File: config.mk
export PLATFORM = sky130hd
export DESIGN_NAME = divider_16x8_flat
export DESIGN_NICKNAME = d
export VERILOG_FILES = /design/src/rtl/divider_16x8_if.sv /design/src/rtl/divider_16x8.sv /design/src/flat_wrapper.sv
export SDC_FILE = /design/constraint.sdc
export NUM_CORES = 1
export LEC_CHECK = 0
export ABC_AREA = 0
export BUFFER_PORTS_ARGS = -buffer_cell sky130_fd_sc_hd__buf_2
export CAP_MARGIN = 10
export CORE_UTILIZATION = 45
export CTS_BUF_LIST = sky130_fd_sc_hd__clkbuf_8
export DETAILED_ROUTE_END_ITERATION = 8
export PLACE_DENSITY = 0.69
export SLEW_MARGIN = 20
export SYNTH_ARGS = -nofsm -noshare
export SYNTH_HDL_FRONTEND = slang
export SYNTH_SLANG_ARGS = --single-unit
File: constraint.sdc
create_clock -name clk -period 3.2 [get_ports clk]
set_input_delay 0.48 -clock clk [delete_from_list [all_inputs] [get_ports clk]]
set_output_delay 0.48 -clock clk [all_outputs]
set_load 0.02 [all_outputs]
File: src/rtl/divider_16x8_if.sv
// Handshake and result bundle shared by the divider and whatever drives it.
// The master side issues start/operands; the slave (the divider) returns results and status.
interface divider_16x8_if #(
  parameter int unsigned NBITS = 16,
  parameter int unsigned DBITS = 8
);

  logic             start;
  logic [NBITS-1:0] dividend;
  logic [DBITS-1:0] divisor;
  logic [NBITS-1:0] quotient;
  logic [DBITS-1:0] remainder;
  logic             done_flag;
  logic             div_zero;
  logic             busy;
  logic             seg_a;
  logic             seg_b;
  logic             seg_c;
  logic             seg_d;
  logic             seg_e;
  logic             seg_f;
  logic             seg_g;

  modport master (
    output start,
    output dividend,
    output divisor,
    input  quotient,
    input  remainder,
    input  done_flag,
    input  div_zero,
    input  busy,
    input  seg_a,
    input  seg_b,
    input  seg_c,
    input  seg_d,
    input  seg_e,
    input  seg_f,
    input  seg_g
  );

  modport slave (
    input  start,
    input  dividend,
    input  divisor,
    output quotient,
    output remainder,
    output done_flag,
    output div_zero,
    output busy,
    output seg_a,
    output seg_b,
    output seg_c,
    output seg_d,
    output seg_e,
    output seg_f,
    output seg_g
  );

endinterface

File: src/rtl/divider_16x8.sv
// Sequential restoring divider, 16-bit dividend by 8-bit divisor, one quotient bit per clock.
// Shares the start/done_flag handshake and seven-segment state display with multiplier_8x8.
module divider_16x8 #(
  parameter int unsigned NBITS = 16,
  parameter int unsigned DBITS = 8
) (
  input logic           clk,
  input logic           reset_a,
  divider_16x8_if.slave bus
);

  localparam int unsigned CntW = $clog2(NBITS) + 1;
  localparam logic [CntW-1:0] CntLast = CntW'(NBITS - 1);

  // Segment patterns, bit 6 = a ... bit 0 = g.
  localparam logic [6:0] SegIdle = 7'b1111110;
  localparam logic [6:0] SegCalc = 7'b0110000;
  localparam logic [6:0] SegDone = 7'b1101101;
  localparam logic [6:0] SegErr  = 7'b1001111;

  typedef enum logic [1:0] {
    StIdle,
    StCalc,
    StDone
  } state_e;

  state_e           state_q;
  logic [NBITS-1:0] work_q;
  logic [DBITS-1:0] div_q;
  logic [DBITS-1:0] rem_q;
  logic [CntW-1:0]  cnt_q;
  logic [NBITS-1:0] quotient_q;
  logic [DBITS-1:0] remainder_q;
  logic             done_q;
  logic             div_zero_q;
  logic             busy_q;
  logic [6:0]       seg_q;

  logic [DBITS:0]   r_shift;
  logic             r_ge;
  logic [DBITS-1:0] rem_d;
  logic [NBITS-1:0] work_d;

  // One restoring step: the 9-bit partial remainder only lives in r_shift, since after the
  // conditional subtract it is always below the divisor and fits in DBITS bits.
  always_comb begin
    r_shift = {rem_q, work_q[NBITS-1]};
    r_ge    = r_shift >= {1'b0, div_q};
    rem_d   = r_ge ? DBITS'(r_shift - {1'b0, div_q}) : r_shift[DBITS-1:0];
    work_d  = {work_q[NBITS-2:0], r_ge};
  end

  always_ff @(posedge clk or negedge reset_a) begin
    if (!reset_a) begin
      state_q     <= StIdle;
      work_q      <= '0;
      div_q       <= '0;
      rem_q       <= '0;
      cnt_q       <= '0;
      quotient_q  <= '0;
      remainder_q <= '0;
      done_q      <= 1'b0;
      div_zero_q  <= 1'b0;
      busy_q      <= 1'b0;
      seg_q       <= SegIdle;
    end else begin
      case (state_q)
        StIdle, StDone: begin
          if (bus.start) begin
            work_q <= bus.dividend;
            div_q  <= bus.divisor;
            rem_q  <= '0;
            cnt_q  <= '0;
            if (bus.divisor != '0) begin
              state_q    <= StCalc;
              busy_q     <= 1'b1;
              done_q     <= 1'b0;
              div_zero_q <= 1'b0;
              seg_q      <= SegCalc;
            end else begin
              // Division by zero resolves on the accepting edge with a saturated quotient.
              state_q     <= StDone;
              quotient_q  <= '1;
              remainder_q <= bus.dividend[DBITS-1:0];
              done_q      <= 1'b1;
              div_zero_q  <= 1'b1;
              seg_q       <= SegErr;
            end
          end
        end
        StCalc: begin
          rem_q  <= rem_d;
          work_q <= work_d;
          cnt_q  <= cnt_q + 1'b1;
          if (cnt_q == CntLast) begin
            state_q     <= StDone;
            quotient_q  <= work_d;
            remainder_q <= rem_d;
            done_q      <= 1'b1;
            busy_q      <= 1'b0;
            seg_q       <= SegDone;
          end
        end
        default: begin
          state_q <= StIdle;
          seg_q   <= SegIdle;
        end
      endcase
    end
  end

  assign bus.quotient  = quotient_q;
  assign bus.remainder = remainder_q;
  assign bus.done_flag = done_q;
  assign bus.div_zero  = div_zero_q;
  assign bus.busy      = busy_q;
  assign {bus.seg_a, bus.seg_b, bus.seg_c, bus.seg_d, bus.seg_e, bus.seg_f, bus.seg_g} = seg_q;

endmodule

File: src/flat_wrapper.sv
// flat-port wrapper written by rule: the top's interface ports become plain ports
module divider_16x8_flat 
#(
  parameter int unsigned NBITS = 16,
  parameter int unsigned DBITS = 8
)
  (clk, reset_a, bus_start, bus_dividend, bus_divisor, bus_quotient, bus_remainder, bus_done_flag, bus_div_zero, bus_busy, bus_seg_a, bus_seg_b, bus_seg_c, bus_seg_d, bus_seg_e, bus_seg_f, bus_seg_g);
  divider_16x8_if #(.NBITS(NBITS), .DBITS(DBITS)) bus_i ();
  input logic clk;
  input logic reset_a;
  input wire logic [$bits(bus_i.start)-1:0] bus_start;
  input wire logic [$bits(bus_i.dividend)-1:0] bus_dividend;
  input wire logic [$bits(bus_i.divisor)-1:0] bus_divisor;
  output wire logic [$bits(bus_i.quotient)-1:0] bus_quotient;
  output wire logic [$bits(bus_i.remainder)-1:0] bus_remainder;
  output wire logic [$bits(bus_i.done_flag)-1:0] bus_done_flag;
  output wire logic [$bits(bus_i.div_zero)-1:0] bus_div_zero;
  output wire logic [$bits(bus_i.busy)-1:0] bus_busy;
  output wire logic [$bits(bus_i.seg_a)-1:0] bus_seg_a;
  output wire logic [$bits(bus_i.seg_b)-1:0] bus_seg_b;
  output wire logic [$bits(bus_i.seg_c)-1:0] bus_seg_c;
  output wire logic [$bits(bus_i.seg_d)-1:0] bus_seg_d;
  output wire logic [$bits(bus_i.seg_e)-1:0] bus_seg_e;
  output wire logic [$bits(bus_i.seg_f)-1:0] bus_seg_f;
  output wire logic [$bits(bus_i.seg_g)-1:0] bus_seg_g;
  assign bus_i.start = bus_start;
  assign bus_i.dividend = bus_dividend;
  assign bus_i.divisor = bus_divisor;
  assign bus_quotient = bus_i.quotient;
  assign bus_remainder = bus_i.remainder;
  assign bus_done_flag = bus_i.done_flag;
  assign bus_div_zero = bus_i.div_zero;
  assign bus_busy = bus_i.busy;
  assign bus_seg_a = bus_i.seg_a;
  assign bus_seg_b = bus_i.seg_b;
  assign bus_seg_c = bus_i.seg_c;
  assign bus_seg_d = bus_i.seg_d;
  assign bus_seg_e = bus_i.seg_e;
  assign bus_seg_f = bus_i.seg_f;
  assign bus_seg_g = bus_i.seg_g;
  divider_16x8 #(.NBITS(NBITS), .DBITS(DBITS)) u_core (.clk(clk), .reset_a(reset_a), .bus(bus_i));
endmodule
Yosys cells after proc, flatten, opt, wreduce, memory -nomap -nowiden. Index checks and enable logic that the tools add are counted.

Register bits after elaboration: 73. Bits of input ports: 27. Word-level logic and storage cells: 62.

$add $sub $neg: 2. Order comparisons: 1. Equality and inequality tests: 7. Mux-type cells: 31. Reductions and logical operators: 10.

Operators with widths (number): $mux 16 (4); $pmux 16 s2 (2); $mux 8 (5); $pmux 8 s2 (2); $mux 7 (3); $pmux 7 s2 (1); $pmux 5 s2 (1); $ge 9x8->1 (1); $reduce_and 4->1 (2); $reduce_bool 8->1 (1); $sub 8x8->8 (1); $mux 1 (6); $mux 2 (3); $reduce_and 2->1 (3); $add 5x1->5 const B (1); $eq 5x4->1 const B (1); $mux 5 (1); $ne 2x1->1 const B (2); $ne 2x2->1 const B (2); $pmux 1 s2 (2); $pmux 2 s2 (1); $reduce_and 3->1 (1); $eq 2x1->1 const B (1); $eq 2x2->1 const B (1); other kinds (3) (3).

Longest topological paths before layout. Gate-level depths: netlist of the first run.

Word-level depth: 4. Mapped depth: 9. Gate-level depth less buffers: 9.

Worst setup path before layout of the first run. Ideal clock, no wire load.

Kind: reg2reg. Start point: register u_core.rem_q[2]. End point: register u_core.remainder_q[1] (netlist: u_core.bus.remainder[1]). Setup time: 83 ps. Arrival: 2018 ps. Data required time: 3117 ps. Setup slack: 1099 ps. Cell stages (with the launch flop): 8. Path buffers: 0. Path through: dfrtp_1 > ha_1 > a21o_1 > a21oi_1 > o2111ai_1 > nand2_2 > mux2_2 > o22ai_1.

Word-level cells in the longest chain between the ends: 4.

Ends and longest elaborated chain: start: declaration (RTL line divider_16x8.sv:30) `logic [DBITS-1:0] rem_q;`; start signal: assignment (RTL line divider_16x8.sv:92) `rem_q <= rem_d;`; $ge 9x8->1 (RTL line divider_16x8.sv:48) `r_ge = r_shift >= {1'b0, div_q};`; $mux 8 (RTL line divider_16x8.sv:49) `rem_d = r_ge ? DBITS'(r_shift - {1'b0, div_q}) : r_shift[DBITS-1:0];`; $mux 8 (RTL line divider_16x8.sv:95) `if (cnt_q == CntLast) begin`; $pmux 8 s2 (RTL line divider_16x8.sv:67) `case (state_q)`; end signal: assignment (RTL line divider_16x8.sv:84) `remainder_q <= bus.dividend[DBITS-1:0];`; end signal: assignment (RTL line divider_16x8.sv:98) `remainder_q <= rem_d;`; end: declaration (RTL line divider_16x8.sv:33) `logic [DBITS-1:0] remainder_q;`.

No other way between the ends. The select of a mux whose other input is x is not followed. A chain may end at the register's enable or synchronous reset.

Worst setup path in the final report of the first run.
Start point: register u_core.rem_q[2]. End point: register u_core.rem_q[1].

Word-level cells in the longest chain between the ends: 3.

Ends and longest elaborated chain (RTL line): $ge 9x8->1 (divider_16x8.sv:48); $mux 8 (divider_16x8.sv:49); $pmux 8 s2 (divider_16x8.sv:67).

No other way between the ends.

==> qor.tcl, run 1 <==
set qor(final_antenna_net_count) 0
set qor(setup_violations) 0
set qor(synth-seq-area-share_pct) 52.1
set qor(vias) 2756
set qor(ir_drop_v) 0.000434
set qor(drive_gt1_share_pct) 23.3
set qor(seqPwrFrac_pct) 34.4
set qor(placed_cells) 495
set qor(synthDominantAreaCellType) {sky130_fd_sc_hd__dfrtp_1}
set qor(rrSetupSlack_ns) 0.85
set qor(core_area_um2) 7250
set qor(met2_wirelength_um) 3730
set qor(placement_cell_area_um2) 3740
set qor(clockRootBuffer) {sky130_fd_sc_hd__clkbuf_8}
set qor(grt_resource_usage_total_pct) 21.7
set qor(tightestPinTransition_ns) 0.865
set qor(final_cell_area_um2) 3950
set qor(start_util_pct) 46.5
set qor(grt_pass1_vias) 2644
set qor(cts_tree) {done}
set qor(final_cell_count_no_fill) 511
set qor(die_area_um2) 7840
set qor(power.net_switching_mw) 1.97
set qor(drt_iter0_markers) 147
set qor(syn_area_per_cell_um2) 9.60
set qor(drt-wirelength-per-cell_um) 15.4
set qor(timing_hold_violations_final) 0
set qor(drt-vias-per-instance) 5.39
set qor(unrepaired_setup_endpoints_after_global_routing) {no}
set qor(grt_overflow_total) 0
set qor(ys_ff_latch) 70
set qor(fp-row-count) 31
set qor(skew_ns) 0.00872
set qor(tritoncts.num_buffers) 9
set qor(wire_length_of_the_first_global_routing_pass_um) 12800
set qor(cp_data_required_time_ns) 3.45
set qor(critical_path.cell_chain) {ha_1 -> a21o_1 -> a21oi_1 -> o2111ai_1 -> nand2_2 -> mux2_2 -> o21ai_0}
set qor(yosysWarnings) 0
set qor(power_frac_comb_pct) 49.4
set qor(final_net_count) 445
set qor(finalSetupTns_ns) 0
set qor(synth_largest_type_area_fraction_pct) 49.0
set qor(route.final.wire_length_um) 7870
set qor(cts_resized) 0
set qor(detailroute.wirelength.met3_um) 435
set qor(n_antenna_cell) 0
set qor(setup.worst_path.class) {flop to flop}
set qor(timing.reg2reg.worst_path_depth) 7
set qor(first_pass_iters) 4
set qor(grt_start_max_net_pins) 43
set qor(worst_r2r_endpoint) {u_core.rem_q[1]}
set qor(number_of_slew_limit_violations_in_the_final_report) 0
set qor(area_growth_syn_to_layout_pct) 17.2
set qor(detailedPlacementHpwl_um) 5430
set qor(initial_antenna_violation_count) 0
set qor(postCtsSetupRepairBufs) 0
set qor(cts.sinks) 70
set qor(power-per-cell-area_nw_per_um2) 1160
set qor(final.min_clock_period_ns) 2.35
set qor(route.detailed.drc) 0
set qor(port-buffer-count) 60
set qor(crit_path_max_incr_delay_ns) 0.41
set qor(number_of_synthesized_flops_with_an_enable_pin) 0
set qor(timing.fmax_mhz) 426
set qor(timing.critical_path.to) {u_core.rem_q[1]}
set qor(synth_area_leaders) {sky130_fd_sc_hd__dfrtp_1, sky130_fd_sc_hd__nand2_1, sky130_fd_sc_hd__o21ai_0}
set qor(relative_slew_slack_pct) 42.1
set qor(worst_setup_path_start_kind) {flop}
set qor(min_path_type) {input pin to async pin}
set qor(p_clk_share_pct) 16.3
set qor(layout_worst_path_cycle_share_pct) 73.3
set qor(timing.rr.start) {u_core.rem_q[2]}
set qor(netSwitchingFraction_pct) 43.3
set qor(die_h_um) 88.5
set qor(critical_path.startpoint) {u_core.rem_q[2]}
set qor(maxUsedRoutingLayer) {met4}
set qor(hold_buffers) 0
set qor(status) {completed}
set qor(die_x_um) 88.5
set qor(critPathCaptureType) {flop}
set qor(cap_viol_max_count) 0
set qor(leakage_nw) 1.89
set qor(ys_async_sr_fraction_pct) 100
set qor(crit_fanout) 9
set qor(num_io_pins) 61
set qor(cpMaxStageDelayCell) {sky130_fd_sc_hd__dfrtp_1}
set qor(netlist_area_um2) 3370
set qor(detail_route.wirelength.met1_um) 3640
set qor(internal_power_mw) 2.59
set qor(num-fill-cells) 676
set qor(cts-htree-levels) 3
set qor(cts-root-to-sink-buffers) 2
set qor(gp_routability_congestion) 0.838
set qor(worstPathArrival_ns) 2.60
set qor(cells_after_synthesis) 351
set qor(clk_pin_slew_worst_paths_ns) 0.08
set qor(clk_latency_ns) 0.35
set qor(number_of_library_cell_types_mapped_by_synthesis) 45
set qor(dominantRegCellSynth) {sky130_fd_sc_hd__dfrtp_1}
set qor(synthesis.nets) 389
## worst min-delay path by stage
stage                                    start                    to  cells after the start
after floorplan                        reset_a       u_core.bus.busy                      0
after global placement    u_core.bus.done_flag  u_core.bus.done_flag                      1
after detailed placement  u_core.bus.done_flag  u_core.bus.done_flag                      1
after CTS                              reset_a       u_core.seg_q[0]                      1
after global routing                   reset_a       u_core.div_q[4]                      1
final                                  reset_a       u_core.seg_q[0]                      1
## registers in the layout, indices dropped and copies added (netlist names)
name and count:
u_core.work_q 16, u_core.seg_q 5, u_core.rem_q 8, u_core.state_q 1, u_core.bus.done_flag 1, u_core.bus.busy 1
u_core.bus.quotient 16, u_core.bus.div_zero 1, u_core.bus.remainder 8, u_core.div_q 8, u_core.cnt_q 5
## cells in the mapped netlist (2+ instances only)
library cell,instances
sky130_fd_sc_hd__xor2_1,3
sky130_fd_sc_hd__o32a_1,2
sky130_fd_sc_hd__a21oi_1,19
sky130_fd_sc_hd__or3_1,2
sky130_fd_sc_hd__mux2i_1,7
sky130_fd_sc_hd__a22o_1,2
sky130_fd_sc_hd__inv_1,15
sky130_fd_sc_hd__nand3_1,6
sky130_fd_sc_hd__o211ai_1,2
sky130_fd_sc_hd__dfrtp_1,66
sky130_fd_sc_hd__ha_1,10
sky130_fd_sc_hd__o21ai_0,29
sky130_fd_sc_hd__nand2b_1,6
sky130_fd_sc_hd__o22ai_1,3
sky130_fd_sc_hd__o22a_1,15
sky130_fd_sc_hd__dfstp_2,4
sky130_fd_sc_hd__nor2_1,32
sky130_fd_sc_hd__or4_4,2
sky130_fd_sc_hd__buf_4,4
sky130_fd_sc_hd__nand2_1,60
sky130_fd_sc_hd__a21o_1,4
sky130_fd_sc_hd__nor2b_1,4
sky130_fd_sc_hd__clkbuf_1,16
sky130_fd_sc_hd__a31oi_1,17
## layer usage
layer / track usage, % / vias up
met1: 28.1 / 1340
li1: - / 1336
met5: 0 / -
met2: 35.5 / 73
met3: 4.94 / 7
met4: 8.21 / 0
## metrics by stage
step	util [%]	hold slack [ns]	power [mW]	worst slack (ns)
after floorplan	-	0.184	3.22	1.10
after global placement	51.6	0.463	3.74	0.791
after detailed placement	51.6	0.469	3.81	0.749
after CTS	54.4	0.250	4.58	0.862
after global routing	54.4	0.298	4.92	0.679
final	54.4	0.233	4.56	0.854
## worst max-delay path: cells and delay by family (launching register included)
family	cells	cell delay (ns)
DFF	1	0.41
adders and majority gates	1	0.36
muxes	1	0.39
and+or+nand+nor	1	0.25
AOI/OAI and AO/OA	4	0.84
## layout make-up
| class | count | area (um2) | area share (%) |
|---|---|---|---|
| Sequential cell | 70 | 1760 | 44.5 |
| Multi-Input combinational cell | 244 | 1450 | 36.8 |
| Timing Repair Buffer | 67 | 353 | 8.94 |
| Clock buffer | 10 | 138 | 3.49 |
| Tap cell | 99 | 124 | 3.14 |
| Clock inverter | 6 | 68.8 | 1.74 |
| Inverter | 15 | 56.3 | 1.43 |
## cell usage in the layout (no fill, tap or decap), drive strengths merged, types with 2 or more instances in the layout
cell	netlist	routed
o22a	15	15
clkbuf	16	10
inv	15	17
ha	10	10
o32a	2	2
nand3	6	6
nor2	33	33
or3	2	2
clkinv	0	2
o21ai	30	30
a21oi	20	20
xor2	3	3
nand2b	6	6
a22o	2	2
or4	2	2
a31oi	17	17
dfrtp	66	66
a21o	4	4
o211ai	2	2
nor2b	4	4
nand2	62	62
mux2i	7	7
o22ai	3	3
dfstp	4	4
buf	6	67
## logic make-up (layout without fill, tap and decap cells)
logic type / count (synthesis) / count (layout) / synth area share [%]
AND/OR/NAND/NOR: 120 / 120 / 16.1
buffers and inverters: 37 / 98 / 4.83
adder cells (fa/ha/maj): 11 / 11 / 4.31
XOR/XNOR: 3 / 3 / 0.780
flip-flops: 70 / 70 / 52.1
AO/OA/AOI/OAI: 102 / 102 / 19.5
multiplexers: 8 / 8 / 2.41
## power groups by stage
stage                     clock network [mW]  logic [mW]  registers (mW)
after floorplan                            0        1.51            1.71
after global placement                     0        2.17            1.57
after detailed placement                   0        2.23            1.58
after CTS                              0.758        2.26            1.57
after global routing                   0.787        2.52            1.62
final                                  0.742        2.25            1.57
Power figures use the tool's default switching activity.
==> run 2, diff against run 1 <==
==> constraint.sdc (replaced) <==
create_clock -name clk -period 2.2 [get_ports clk]
set_input_delay 0.33 -clock clk [delete_from_list [all_inputs] [get_ports clk]]
set_output_delay 0.33 -clock clk [all_outputs]
set_load 0.02 [all_outputs]
==> qor.tcl, run 2 (synthesized netlist as in run 1, its figures left out) <==
set qor(tightestPinTransition_ns) 0.821 ;# -0.0438 ns
set qor(commonest_non_fill_non_tap_cell_in_the_layout) {sky130_fd_sc_hd__dfrtp_1}
set qor(drive_gt1_share_pct) 25.7 ;# +2.4 points
set qor(layout_worst_path_cycle_share_pct) 95.9 ;# +23 points
set qor(die_h_um) 88.5 ;# unchanged
set qor(min_to) {u_core.div_q[0]}
set qor(timing.fmax_mhz) 474 ;# +11%
set qor(final_antenna_net_count) 0 ;# unchanged
set qor(wire_length_of_the_first_global_routing_pass_um) 12900 ;# +0.81%
set qor(timing.hold.worst.start) {bus_divisor[0]}
set qor(critPathCaptureType) {flop}
set qor(critical-path-top-delay-family) {compound AO/OA/AOI/OAI gates}
set qor(detailedPlacementHpwl_um) 5540 ;# +1.9%
set qor(power-per-cell-area_nw_per_um2) 1720 ;# +49%
set qor(ir_drop_v) 0.000655 ;# +51%
set qor(relative_slew_slack_pct) 45.3 ;# +3.1 points
set qor(status) {completed}
set qor(final_net_count) 457 ;# +2.7%
set qor(timing_hold_violations_final) 0 ;# unchanged
set qor(core_area_um2) 7250 ;# unchanged
set qor(min_path_type) {input pin to flop}
set qor(least_setup_slack_across_all_paths_after_layout_ns) 0.0902 ;# -0.763 ns
set qor(n_antenna_cell) 0 ;# unchanged
set qor(grtUsageMet2_pct) 34.2 ;# -1.3 points
set qor(num-fill-cells) 656 ;# -3.0%
set qor(design_power_total_mw) 7.02 ;# +54%
set qor(place_ws_ns) 0.0337 ;# -0.715 ns
set qor(cts-root-to-sink-buffers) 2 ;# unchanged
set qor(tritoncts.num_buffers) 9 ;# unchanged
set qor(drt-vias-per-instance) 5.29 ;# -1.9%
set qor(worst_setup_path_start_kind) {flop}
set qor(cp_data_required_time_ns) 2.49 ;# -0.96 ns
set qor(final_cell_count_no_fill) 523 ;# +2.3%
set qor(cpMaxStageDelayCell) {sky130_fd_sc_hd__dfrtp_1}
set qor(route.final.wire_length_um) 7850 ;# -0.25%
set qor(placed_cells) 501 ;# +1.2%
set qor(total_area_of_multi_input_combinational_cells_um2) 1470 ;# +1.2%
set qor(gr-max-usage-layer) {met2}
set qor(crit_path_max_incr_delay_ns) 0.40 ;# about the same
set qor(holdPathStages) 3
set qor(drt_iter0_markers) 138 ;# -6.1%
set qor(setup.worst_path.class) {flop to flop}
set qor(worstPathBufferInverterCount) 1 ;# +1
set qor(setup_violations) 0 ;# unchanged
set qor(gr-usage-met1_pct) 29.8 ;# +1.8 points
set qor(cts-htree-levels) 3 ;# unchanged
set qor(start_util_pct) 46.5 ;# unchanged
set qor(sequential_cell_area_um2) 1760 ;# unchanged
set qor(number_of_slew_limit_violations_in_the_final_report) 0 ;# unchanged
set qor(gp_routability_congestion) 0.822 ;# -1.9%
set qor(grt_start_max_net_pins) 49 ;# +14%
set qor(grt_resource_usage_total_pct) 22.0 ;# +0.32 points
set qor(die_area_um2) 7840 ;# unchanged
set qor(skew_ns) 0.00743 ;# -0.00129 ns
set qor(grt_overflow_total) 0 ;# unchanged
set qor(timing.reg2reg.worst_path_depth) 8 ;# +1
set qor(clockRootBuffer) {sky130_fd_sc_hd__clkbuf_8}
set qor(drt-wirelength-per-cell_um) 15.0 ;# -2.5%
set qor(clk_pin_slew_worst_paths_ns) 0.07 ;# about the same
set qor(area_growth_syn_to_layout_pct) 21.1
set qor(most-common-layout-cells) {sky130_fd_sc_hd__dfrtp_1, sky130_fd_sc_hd__nand2_1, sky130_fd_sc_hd__buf_2}
set qor(worstPathArrival_ns) 2.40 ;# -0.20 ns
set qor(fin_hold_ws_ns) 0.204 ;# -0.0286 ns
set qor(first_pass_iters) 5 ;# +1
set qor(cts_tree) {done}
set qor(timing.rr.start) {u_core.rem_q[2]}
set qor(route.detailed.drc) 0 ;# unchanged
set qor(cts.sinks) 70 ;# unchanged
set qor(grt_pass1_vias) 2603 ;# -1.6%
set qor(initial_antenna_violation_count) 0 ;# unchanged
set qor(worst_r2r_endpoint) {u_core.rem_q[0]}
set qor(cap_viol_max_count) 0 ;# unchanged
set qor(fp-row-count) 31 ;# unchanged
set qor(num_io_pins) 61 ;# unchanged
set qor(rrSetupSlack_ns) 0.09 ;# -0.76 ns
set qor(die_x_um) 88.5 ;# unchanged
set qor(vias) 2766 ;# +0.36%
set qor(leakage_nw) 1.96 ;# +3.8%
set qor(clk_latency_ns) 0.35 ;# about the same
set qor(gr-usage-met3_pct) 5.60 ;# +0.65 points
set qor(port-buffer-count) 60 ;# unchanged
set qor(crit_fanout) 8 ;# -1
set qor(final.min_clock_period_ns) 2.11 ;# -0.237 ns
set qor(critical_path.cell_chain) {ha_1 -> a21o_1 -> a21oi_1 -> o2111ai_1 -> nand2_2 -> buf_4 -> mux2i_1 -> a22o_1}
==> run 2: cell count changes in the layout (fill, tap and decap cells not counted), sizes merged <==
cell         delta
buf            +11
clkinv          -1
bufinv          +1
clkinvlp        +1
clkbuf          -1
dlygate4sd3     +1
==> run 2: report_power, final <==
| group | switching [mW] | internal, mW | total, mW |
|---|---|---|---|
| Clock | 0.504 | 0.632 | 1.14 |
| Combinational | 2.02 | 1.58 | 3.61 |
| Sequential | 0.390 | 1.89 | 2.28 |
==> run 2: layout make-up <==
| type | instances | area share, % |
|---|---|---|
| Inverter | 15 | 1.38 |
| Sequential cell | 70 | 43.1 |
| Clock inverter | 7 | 2.24 |
| Timing Repair Buffer | 79 | 11.2 |
| Multi-Input combinational cell | 244 | 36.0 |
| Tap cell | 99 | 3.04 |
| Clock buffer | 9 | 3.04 |
==> run 2: metal layers <==
layer,up-vias,share of wire [%]
met4,0,1.2
met3,8,5.1
met5,-,0
met1,1342,47
met2,64,47
li1,1352,-
==> run 2: worst max path at each step <==
stage,depth (start not counted),start,to,slack (ns)
floorplan,7,u_core.rem_q[2],u_core.bus.remainder[1],0.1
global placement,8,u_core.div_q[0],u_core.rem_q[6],0.1
detailed placement,8,u_core.div_q[0],u_core.rem_q[6],0.03
CTS,8,u_core.div_q[0],u_core.rem_q[6],0.04
global route,8,u_core.rem_q[2],u_core.rem_q[0],-0.02
finish,8,u_core.rem_q[2],u_core.rem_q[0],0.09
==> run 2: tightest hold or removal path: stages <==
cell	delay [ns]
sky130_fd_sc_hd__buf_2	0.09
sky130_fd_sc_hd__nand2_1	0.05
sky130_fd_sc_hd__nand2_1	0.05
==> run 2: through the flow <==
stage                     area [um2]  util [%]  setup TNS (ns)
final                           4080      56.3               0
after global routing            4080      56.3         -0.0183
after CTS                       4030      55.5               0
after detailed placement        3800      52.4               0
after global placement          3800      52.4               0
after floorplan                 3370         -               0
==> run 2: timing repair <==
item	4_1_cts	5_1_grt
resized for setup	0	4
buffers inserted	0	5
endpoints found under the setup margin	0	5
hold buffers	1	0
hold endpoints to repair	20	0
==> run 3, diff against run 2 <==
==> constraint.sdc (replaced) <==
create_clock -name clk -period 2.4 [get_ports clk]
set_input_delay 0.36 -clock clk [delete_from_list [all_inputs] [get_ports clk]]
set_output_delay 0.36 -clock clk [all_outputs]
set_load 0.02 [all_outputs]
==> qor.tcl, run 3 (synthesized netlist as in run 1, its figures left out) <==
set qor(port-buffer-count) 60 ;# unchanged
set qor(setup_violations) 0 ;# unchanged
set qor(critical_path.cell_chain) {ha_1 -> a21o_1 -> a21oi_1 -> o2111ai_1 -> nand2_2 -> buf_4 -> mux2i_1 -> a22o_1}
set qor(detailroute.wirelength.met3_um) 403 ;# +0.50%
set qor(first_pass_iters) 4 ;# -1
set qor(seqPwrFrac_pct) 32.2 ;# -0.3 points
set qor(drt-wirelength-per-cell_um) 15.1 ;# +0.82%
set qor(number_of_slew_limit_violations_in_the_final_report) 0 ;# unchanged
set qor(p_clk_share_pct) 17.7 ;# +1.5 points
set qor(final.min_clock_period_ns) 2.26 ;# +0.151 ns
set qor(worstPathArrival_ns) 2.56 ;# +0.16 ns
set qor(timing.critical_path.to) {u_core.rem_q[0]}
set qor(initial_antenna_violation_count) 0 ;# unchanged
set qor(internal_power_mw) 3.84 ;# -6.5%
set qor(most-common-layout-cells) {sky130_fd_sc_hd__dfrtp_1, sky130_fd_sc_hd__nand2_1, sky130_fd_sc_hd__buf_2}
set qor(skew_ns) 0.0114 ;# +0.00400 ns
set qor(relative_slew_slack_pct) 45.3 ;# +0.056 points
set qor(gp_routability_congestion) 0.808 ;# -1.7%
set qor(cts.sinks) 70 ;# unchanged
set qor(timing.reg2reg.worst_path_depth) 8 ;# unchanged
set qor(route.detailed.drc) 0 ;# unchanged
set qor(tritoncts.num_buffers) 9 ;# unchanged
set qor(timing.fmax_mhz) 442 ;# -6.7%
set qor(detailedPlacementHpwl_um) 5620 ;# +1.5%
set qor(commonest_non_fill_non_tap_cell_in_the_layout) {sky130_fd_sc_hd__dfrtp_1}
set qor(clk_pin_slew_worst_paths_ns) 0.07 ;# about the same
set qor(timing.rr.start) {u_core.rem_q[2]}
set qor(placed_cells) 500 ;# -0.20%
set qor(critical_path.startpoint) {u_core.rem_q[2]}
set qor(grt_resource_usage_total_pct) 22.7 ;# +0.70 points
set qor(cpMaxStageDelayCell) {sky130_fd_sc_hd__dfrtp_1}
set qor(final_antenna_net_count) 0 ;# unchanged
set qor(ir_drop_v) 0.000603 ;# -8.0%
set qor(crit_fanout) 6 ;# -2
set qor(layout_worst_path_cycle_share_pct) 94.2 ;# -1.7 points
set qor(place_ws_ns) 0.144 ;# +0.110 ns
set qor(maxUsedRoutingLayer) {met4}
set qor(crit_path_max_incr_delay_ns) 0.40 ;# about the same
set qor(power-per-cell-area_nw_per_um2) 1590 ;# -7.8%
set qor(least_setup_slack_across_all_paths_after_layout_ns) 0.139 ;# +0.0488 ns
set qor(grt_overflow_total) 0 ;# unchanged
set qor(netSwitchingFraction_pct) 40.8 ;# -0.74 points
set qor(worst_setup_path_start_kind) {flop}
set qor(power_frac_comb_pct) 50.1 ;# -1.3 points
set qor(clk_latency_ns) 0.36 ;# about the same
set qor(vias) 2769 ;# +0.11%
set qor(cap_viol_max_count) 0 ;# unchanged
set qor(cts_resized) 0 ;# unchanged
set qor(die_h_um) 88.5 ;# unchanged
set qor(cts-root-to-sink-buffers) 2 ;# unchanged
set qor(leakage_nw) 1.97 ;# +0.20%
set qor(start_util_pct) 46.5 ;# unchanged
set qor(grt_pass1_vias) 2722 ;# +4.6%
set qor(status) {completed}
set qor(power.net_switching_mw) 2.65 ;# -9.3%
set qor(drt-vias-per-instance) 5.31 ;# +0.49%
set qor(tightestPinTransition_ns) 0.820 ;# -0.000840 ns
set qor(die_area_um2) 7840 ;# unchanged
set qor(detail_route.wirelength.met1_um) 3690 ;# -0.16%
set qor(wire_length_of_the_first_global_routing_pass_um) 13200 ;# +2.2%
set qor(die_x_um) 88.5 ;# unchanged
set qor(timing_hold_violations_final) 0 ;# unchanged
set qor(drive_gt1_share_pct) 24.6 ;# -1.1 points
set qor(grt_start_max_net_pins) 39 ;# -20%
set qor(n_antenna_cell) 0 ;# unchanged
set qor(critPathCaptureType) {flop}
set qor(area_growth_syn_to_layout_pct) 21.2 ;# about the same
set qor(final_cell_count_no_fill) 521 ;# -0.38%
set qor(rrSetupSlack_ns) 0.14 ;# +0.05 ns
set qor(cts-htree-levels) 3 ;# unchanged
set qor(met2_wirelength_um) 3610 ;# -1.3%
set qor(timing.hold.worst.start) {bus_divisor[0]}
set qor(fp-row-count) 31 ;# unchanged
set qor(cts_tree) {done}
set qor(drt_iter0_markers) 152 ;# +10%
set qor(min_path_type) {input pin to flop}
set qor(setup.worst_path.class) {flop to flop}
set qor(num-fill-cells) 657 ;# +0.15%
set qor(final_net_count) 455 ;# -0.44%
set qor(clockRootBuffer) {sky130_fd_sc_hd__clkbuf_8}
set qor(num_io_pins) 61 ;# unchanged
set qor(worst_r2r_endpoint) {u_core.rem_q[0]}
set qor(cp_data_required_time_ns) 2.70 ;# +0.21 ns
set qor(route.final.wire_length_um) 7880 ;# +0.43%
set qor(core_area_um2) 7250 ;# unchanged
-- run 3: changes by cell type in the layout (fill, tap and decap cells not counted), sizes merged --
cell	delta
buf	-2
bufinv	+1
clkinv	+1
clkinvlp	-1
inv	-1
-- run 3: area by class of cell --
cell class / instances / area [um2] / share of cell area, %
clock buffers: 9 / 124 / 3.03
clock inverters: 7 / 115 / 2.82
inverters: 15 / 56.3 / 1.38
multi-input cells: 244 / 1450 / 35.6
flip-flops and latches: 70 / 1760 / 43.0
well taps: 99 / 124 / 3.03
repair buffers: 77 / 455 / 11.2
-- run 3: metrics by stage --
step | TNS, ns | utilization [%] | hold WS, ns | instance area [um2] | power (mW)
2_1_floorplan | 0 | - | 0.0644 | 3370 | 4.29
3_3_place_gp | 0 | 52.3 | 0.271 | 3790 | 5.00
3_5_place_dp | 0 | 52.3 | 0.278 | 3790 | 5.11
4_1_cts | 0 | 55.7 | 0.216 | 4040 | 6.28
5_1_grt | -0.00783 | 56.3 | 0.222 | 4080 | 7.00
6_report | 0 | 56.3 | 0.220 | 4080 | 6.48
-- run 3: how the worst min path moves through the flow --
| stage | endpoint | depth (start not counted) |
|---|---|---|
| 2_1_floorplan | u_core.bus.busy | 0 |
| 6_report | u_core.div_q[0] | 3 |
| 3_5_place_dp | u_core.rem_q[0] | 1 |
| 4_1_cts | u_core.div_q[5] | 3 |
| 5_1_grt | u_core.div_q[0] | 3 |
| 3_3_place_gp | u_core.rem_q[0] | 1 |
-- run 3: worst max-delay path: cells and delay by family (launching register included) --
kind                     cells  cell delay, ns
buffers and inverters        1            0.14
multiplexers                 1            0.27
AND/OR/NAND/NOR              1            0.21
flip-flops                   1            0.40
adder cells (fa/ha/maj)      1            0.37
AO/OA/AOI/OAI                4            0.82
-- run 3: what timing repair did --
action / CTS / global route
buffers inserted: 0 / 4
hold endpoints to repair: 10 / 0
hold buffers: 1 / 0
setup endpoints to repair: 0 / 2
-- run 3: power by group through the flow --
stage | clock (mW) | combinational, mW | sequential (mW)
global placement | 0 | 2.91 | 2.09
CTS | 1.17 | 3.02 | 2.09
floorplan | 0 | 2.01 | 2.28
global route | 1.21 | 3.63 | 2.16
detailed placement | 0 | 3.01 | 2.11
finish | 1.15 | 3.25 | 2.09
-- run 3: layer usage --
layer | vias to the layer above | GRT usage (%)
met5 | - | 0
met4 | 0 | 12.2
met3 | 16 | 4.85
met2 | 77 | 35.4
met1 | 1318 | 29.7
li1 | 1358 | -
